`src/rtl/ram_arbiter2.sv`:
```
// Two-requester arbiter sharing one single-port RAM with a combinational read.
// Each granted access takes one BUSY cycle and is acknowledged with registered read data.
module ram_arbiter2 #(
  parameter int unsigned ADDR_W    = 14,
  parameter int unsigned DATA_W    = 16,
  parameter bit          FIXED_PRI = 1'b0
) (
  input  logic              clock,
  input  logic              reset,
  input  logic              req0,
  input  logic              load0,
  input  logic [ADDR_W-1:0] address0,
  input  logic [DATA_W-1:0] in0,
  output logic              ack0,
  output logic [DATA_W-1:0] out0,
  input  logic              req1,
  input  logic              load1,
  input  logic [ADDR_W-1:0] address1,
  input  logic [DATA_W-1:0] in1,
  output logic              ack1,
  output logic [DATA_W-1:0] out1,
  output logic [1:0]        grant,
  output logic              mem_load,
  output logic [ADDR_W-1:0] mem_address,
  output logic [DATA_W-1:0] mem_in,
  input  logic [DATA_W-1:0] mem_out
);

  typedef enum logic [1:0] {
    StIdle,
    StBusy0,
    StBusy1
  } state_e;

  state_e            state_q, state_d;
  logic              last_q, last_d;
  logic              ack0_q, ack0_d;
  logic              ack1_q, ack1_d;
  logic [DATA_W-1:0] out0_q, out0_d;
  logic [DATA_W-1:0] out1_q, out1_d;

  logic elig0, elig1;

  // A requester is deaf in the cycle its own ack is high.
  assign elig0 = req0 & ~ack0_q;
  assign elig1 = req1 & ~ack1_q;

  always_comb begin
    state_d = state_q;
    last_d  = last_q;
    ack0_d  = 1'b0;
    ack1_d  = 1'b0;
    out0_d  = out0_q;
    out1_d  = out1_q;
    unique case (state_q)
      StIdle: begin
        if (elig0 && elig1) begin
          // Round-robin hands the tie to whoever did not win last time.
          if (FIXED_PRI || last_q) begin
            state_d = StBusy0;
          end else begin
            state_d = StBusy1;
          end
        end else if (elig0) begin
          state_d = StBusy0;
        end else if (elig1) begin
          state_d = StBusy1;
        end
      end
      StBusy0: begin
        state_d = StIdle;
        ack0_d  = 1'b1;
        out0_d  = mem_out;
        last_d  = 1'b0;
      end
      StBusy1: begin
        state_d = StIdle;
        ack1_d  = 1'b1;
        out1_d  = mem_out;
        last_d  = 1'b1;
      end
      default: state_d = StIdle;
    endcase
  end

  always_ff @(posedge clock or posedge reset) begin
    if (reset) begin
      state_q <= StIdle;
      last_q  <= 1'b1;
      ack0_q  <= 1'b0;
      ack1_q  <= 1'b0;
      out0_q  <= '0;
      out1_q  <= '0;
    end else begin
      state_q <= state_d;
      last_q  <= last_d;
      ack0_q  <= ack0_d;
      ack1_q  <= ack1_d;
      out0_q  <= out0_d;
      out1_q  <= out1_d;
    end
  end

  // Memory port is a pure function of state, so reset kills a pending write at once.
  always_comb begin
    grant       = 2'b00;
    mem_load    = 1'b0;
    mem_address = '0;
    mem_in      = '0;
    unique case (state_q)
      StBusy0: begin
        grant       = 2'b01;
        mem_load    = load0;
        mem_address = address0;
        mem_in      = in0;
      end
      StBusy1: begin
        grant       = 2'b10;
        mem_load    = load1;
        mem_address = address1;
        mem_in      = in1;
      end
      default: ;
    endcase
  end

  assign ack0 = ack0_q;
  assign ack1 = ack1_q;
  assign out0 = out0_q;
  assign out1 = out1_q;

endmodule

```
`config.mk`:
```
export PLATFORM = sky130hd
export DESIGN_NAME = ram_arbiter2
export DESIGN_NICKNAME = d
export VERILOG_FILES = /design/src/rtl/ram_arbiter2.sv
export SDC_FILE = /design/constraint.sdc
export NUM_CORES = 1
export LEC_CHECK = 0
export ABC_AREA = 0
export BUFFER_PORTS_ARGS = -buffer_cell sky130_fd_sc_hd__buf_4
export CAP_MARGIN = 30
export CORE_MARGIN = 4
export CORE_UTILIZATION = 34
export CTS_CLUSTER_SIZE = 10
export DETAILED_ROUTE_END_ITERATION = 12
export GPL_ROUTABILITY_DRIVEN = 0
export PLACE_DENSITY = 0.72
export SLEW_MARGIN = 20
export SYNTH_ARGS = -nofsm -noshare
export SYNTH_HDL_FRONTEND = slang
export SYNTH_SLANG_ARGS = --single-unit
```
`constraint.sdc`:
```
create_clock -name clock -period 2 [get_ports clock]
set_input_delay 0.2 -clock clock [delete_from_list [all_inputs] [get_ports clock]]
set_output_delay 0.2 -clock clock [all_outputs]
set_load 0.02 [all_outputs]
```
==> flow_summary.ini, run 1 <==
[detailed_routing]
drc = 0
routed_wl_mm = 6.13
drtIter0Drc = 35
vias = 1698
post_drt_via_cell_ratio = 4.82
drtAntennaViolNets = 0
wl_per_cell_um = 17.4
drtPass1Iterations = 5

[finish]
antenna_cells = 0
fin_nets = 368
final_core_util_pct = 59.9
fin_area_um2 = 3100
layout-area-overhead-vs-synth_pct = 68.7
drive_above_1_share_pct = 71.3

[synthesis]
ys_top_cells_by_area = dfrtp_1 (49%), mux2_2 (20%), a22o_1 (15%)
yosysMostFrequentCell = dfrtp_1
synth_commonest_cells = dfrtp_1 (36), mux2_2 (33), a22o_1 (31)
synth_xor_area_share_pct = 0
ys_types = 19
ys_warn_count = 0
avgSynthCellArea_um2 = 13.9
synthMuxAreaShare_pct = 20.2
synthFlopType = dfrtp_1
synth-edff-count = 0
syn_area_um2 = 1840
synth-compound-area-share_pct = 15.8
synth-simple-area-share_pct = 2.32
synth_top_family_by_area = multiplexers
syn_nets = 219
syn_inst = 132
ys_async_sr_fraction_pct = 100
yosysTopAreaCell = dfrtp_1
ys_seq_area_share_pct = 50.5
ys_seq_elements = 37
synth-adder-area-share_pct = 3.41
synth.top_cell.area_share_pct = 49.0

[critical_path]
crit_top_cell = buf_4
start_kind = register
critPathMaxStageDelay_ns = 0.39
critPathMaxFanout = 15
crit_path_end_kind = output port
critPathCapture = mem_in[14]
path_class = register to output port
arrival_ns = 1.71
crit_slowest_cell = dfrtp_1
r2r-end = out0[0]
critPathLaunch = state_q[1]
reg2reg_slack_ns = 0.59
worstReg2RegStart = state_q[1]
crit_required_ns = 1.80
reg2reg_depth = 4
path_cells = buf_4, ha_2, and2_4, clkbuf_16, a22o_1, buf_4

[die]
ioPinCount = 149
core_area_um2 = 5170
dieArea_um2 = 6640
start_util_pct = 35.5
die_y_um = 81.5
die_x_um = 81.5
rows = 26

[sta]
setup-violations-final = 0
fin_crit_ns = 1.91
grt_setup_unrepaired = no
fin_crit_sh_pct = 95.5
final.setup.tns_ns = 0
final_max_slew_viol_count = 0
skew_ns = 0.00819
hold_viol = 0
tightest_slew_ns = 0.459
fmax_mhz = 523
max_slew_margin_pct = 69.4

[cts]
cts_made_buffers = 5
holdBufCountCts = 0
clk_pin_slew_ns = 0.07
clockBufferDepth = 2
clk_latency_ns = 0.28
cts_num_sinks = 37
clock_tree.root_cell = clkbuf_8
cts_tree = done
htree_levels = 2

[global_route]
grt-ovfl-total = 0
grt_use_total_pct = 17.3
grt_max_degree = 38
grt_pass1_wl_mm = 8.70
antenna_found_initial = 0
grt_pass1_vias = 1692

[power_and_ir_drop]
total_leakage_power_nw = 1.56
peakVddDrop_v = 0.00103
power_density_nw_per_um2 = 1630

[placement]
place_area_um2 = 2940
dp_hpwl_mm = 4.71
port_buffers = 148

[job]
maxCapViolations = 0

[hold_path]
hold_class = input port to asynchronous set/reset pin

[run_status]
status = completed
==> metrics by stage <==
step | instances | setup slack [ns] | power, mW | hold slack [ns]
global route | 352 | 0.0172 | 5.39 | 0.0706
CTS | 351 | 0.0137 | 5.07 | 0.0391
finish | 352 | 0.0890 | 5.06 | 0.0294
floorplan | 132 | 0.309 | 3.27 | 0.352
global placement | 341 | 0.202 | 4.40 | 0.340
detailed placement | 341 | 0.180 | 4.45 | 0.352
==> area by class of cell <==
class | count | area (um^2)
Inverter | 4 | 15.0
Fill cell | 436 | 2070
Multi-Input combinational cell | 78 | 785
Clock buffer | 8 | 90.1
Timing Repair Buffer | 155 | 1190
Sequential cell | 37 | 927
Tap cell | 70 | 87.6
==> power by group <==
part	switching [mW]	internal (mW)
combinational	1.61	1.59
clock	0.234	0.281
sequential	0.203	1.14
==> state kept, by name, indices dropped and copies added, names as in the netlist <==
signal   cells
out0        16
out1        16
state_q      2
ack0         1
ack1         1
last_q       1
==> worst min-delay path by stage <==
stage	start	endpoint	slack (ns)	depth (start not counted)
final	reset	out1[6]	0.03	3
after global routing	reset	out1[6]	0.07	3
after CTS	reset	out1[6]	0.04	3
after detailed placement	reset	out1[0]	0.35	3
after global placement	reset	out0[0]	0.34	3
after floorplan	mem_out[10]	out1[10]	0.35	1
==> routing by layer <==
| layer | wire [um] | up-vias | part of all wire [%] | GRT usage, % |
|---|---|---|---|---|
| li1 | - | 790 | - | - |
| met1 | 2230 | 807 | 36 | 19.5 |
| met2 | 2970 | 96 | 49 | 29.6 |
| met3 | 871 | 5 | 14 | 8.00 |
| met4 | 55 | 0 | 0.90 | 4.56 |
| met5 | 0 | - | 0 | 0 |
==> critical path, delay by kind of cell (launching register included) <==
kind / cells / cell delay [ns]
buf+inv: 3 / 0.48
flops: 1 / 0.39
compound gates: 1 / 0.23
fa+ha+maj: 1 / 0.19
simple gates: 1 / 0.16
==> layout by cell type (no fill, tap or decap), drive strengths merged, types with 2 or more instances in the layout <==
cell / count
a22o: 31
and2: 2
buf: 154
clkbuf: 9
dfrtp: 36
ha: 5
inv: 4
mux2: 33
==> kinds of logic after synthesis <==
logic type	Yosys count
AOI/OAI and AO/OA	34
buffers and inverters	17
muxes	33
and+or+nand+nor	6
adders and majority gates	5
DFF	37
==> timing repair <==
item / in CTS / in global routing
pin swaps: 0 / 0
gates cloned: 0 / 1
buffers inserted: 2 / 0
setup endpoints to repair: 31 / 31
gates resized for setup: 4 / 5
No activity file was read; power rests on OpenSTA's default activity.
==> inputs of run 2 (changes only) <==
--- a/config.mk
+++ b/config.mk
@@ -10,6 +10,7 @@
 export CAP_MARGIN = 30
 export CORE_MARGIN = 4
 export CORE_UTILIZATION = 34
+export CTS_BUF_LIST = sky130_fd_sc_hd__clkbuf_8 sky130_fd_sc_hd__clkbuf_16
 export CTS_CLUSTER_SIZE = 10
 export DETAILED_ROUTE_END_ITERATION = 12
 export GPL_ROUTABILITY_DRIVEN = 0
==> flow_summary.ini, run 2 (synthesis gave the netlist of run 1 again) <==
[job]
maxCapViolations = 0

[sta]
fmax_mhz = 523
grt_setup_unrepaired = no
fin_crit_sh_pct = 95.7
final.setup.tns_ns = 0
skew_ns = 0.00792
setup-violations-final = 0
tightest_slew_ns = 0.460
max_slew_margin_pct = 69.3
final_max_slew_viol_count = 0
fin_crit_ns = 1.91
hold_viol = 0

[finish]
layout-area-overhead-vs-synth_pct = 68.7
antenna_cells = 0
mostFrequentLayoutCells = buf_4 (153), dfrtp_1 (36), mux2_2 (33), a22o_1 (31), clkbuf_8 (6)
final_common_cell = buf_4
drive_above_1_share_pct = 71.3
fin_nets = 368
fin_area_um2 = 3100

[cts]
clk_latency_ns = 0.28
cts_num_sinks = 37
htree_levels = 2
holdBufCountCts = 0
clk_pin_slew_ns = 0.07
clockBufferDepth = 2
cts_made_buffers = 5
clock_tree.root_cell = clkbuf_8
cts_tree = done

[global_route]
grt_use_total_pct = 17.3
grt_max_degree = 38
grt_pass1_vias = 1692
grt_pass1_wl_mm = 8.70
antenna_found_initial = 0
grt-ovfl-total = 0

[detailed_routing]
routed_wl_mm = 6.13
drtAntennaViolNets = 0
vias = 1683
drtPass1Iterations = 4
drtIter0Drc = 35
drc = 0
wl_per_cell_um = 17.4
post_drt_via_cell_ratio = 4.78

[die]
rows = 26
die_y_um = 81.5
ioPinCount = 149
core_area_um2 = 5170
start_util_pct = 35.5
dieArea_um2 = 6640
die_x_um = 81.5

[power_and_ir_drop]
total_leakage_power_nw = 1.57
peakVddDrop_v = 0.00101
power_density_nw_per_um2 = 1630

[critical_path]
start_kind = register
crit_path_end_kind = output port
crit_required_ns = 1.80
critPathMaxFanout = 15
arrival_ns = 1.71
path_class = register to output port

[run_status]
status = completed

[placement]
dp_hpwl_mm = 4.71
place_area_um2 = 2940
port_buffers = 148

[hold_path]
hold_class = input port to asynchronous set/reset pin
run 2: cell count changes in the layout (fill, tap and decap cells not counted), sizes merged:
cell    previous run  this run
inv                4         6
clkbuf             9         7
run 2: final cells by class:
class                   count  area, um^2
clock buffers               6        82.6
clock inverters             2        7.51
well taps                  70        87.6
inverters                   4        15.0
fillers                   436        2070
flip-flops and latches     37         927
multi-input cells          78         785
repair buffers            155        1190
run 2: repair_timing:
action                                  4_1_cts  5_1_grt
gates resized for setup                       4        5
setup buffers                                 2        0
endpoints found under the setup margin       31       31
cloned                                        0        1
endpoints found under the hold margin         0        0
run 2: layer usage:
metal / up-vias / track usage, % / routed length, um
met5: - / 0 / 0
met4: 0 / 4.56 / 76
met3: 6 / 8.00 / 883
met2: 97 / 29.6 / 2950
met1: 792 / 19.5 / 2220
li1: 788 / - / -
run 2: report_power, final:
part | switching, mW | leakage, nW | internal, mW
combinational | 1.61 | 1.08 | 1.60
clock | 0.236 | 0.0538 | 0.270
sequential | 0.203 | 0.439 | 1.14
run 2: final timing paths:
check                           start    endpoint  slack (ns)  cells past startpoint
max                        state_q[1]  mem_in[14]        0.09                      6
min                             reset     out1[6]        0.03                      3
max reg2reg                state_q[1]     out0[0]        0.59                      4
min reg2reg                  out0[10]    out0[10]        0.51                      1
max in group asynchronous       reset      last_q        1.62                      3
min in group clock         mem_out[7]     out0[7]        0.16                      2
run 2: through the flow:
| stage | utilization [%] | setup slack, ns | power [mW] | instances | hold slack (ns) |
|---|---|---|---|---|---|
| 2_1_floorplan | - | 0.309 | 3.27 | 132 | 0.352 |
| 3_3_place_gp | 56.8 | 0.202 | 4.40 | 341 | 0.340 |
| 3_5_place_dp | 56.8 | 0.180 | 4.45 | 341 | 0.352 |
| 4_1_cts | 59.3 | 0.0137 | 5.06 | 351 | 0.0388 |
| 5_1_grt | 59.9 | 0.0172 | 5.38 | 352 | 0.0701 |
| 6_report | 59.9 | 0.0868 | 5.05 | 352 | 0.0300 |
run 2: critical path, cell delays in order, from the launching register on:
cell and delay, ns:
dfrtp_1 0.39, buf_4 0.15, ha_2 0.19, and2_4 0.16
clkbuf_16 0.17, a22o_1 0.23, buf_4 0.16
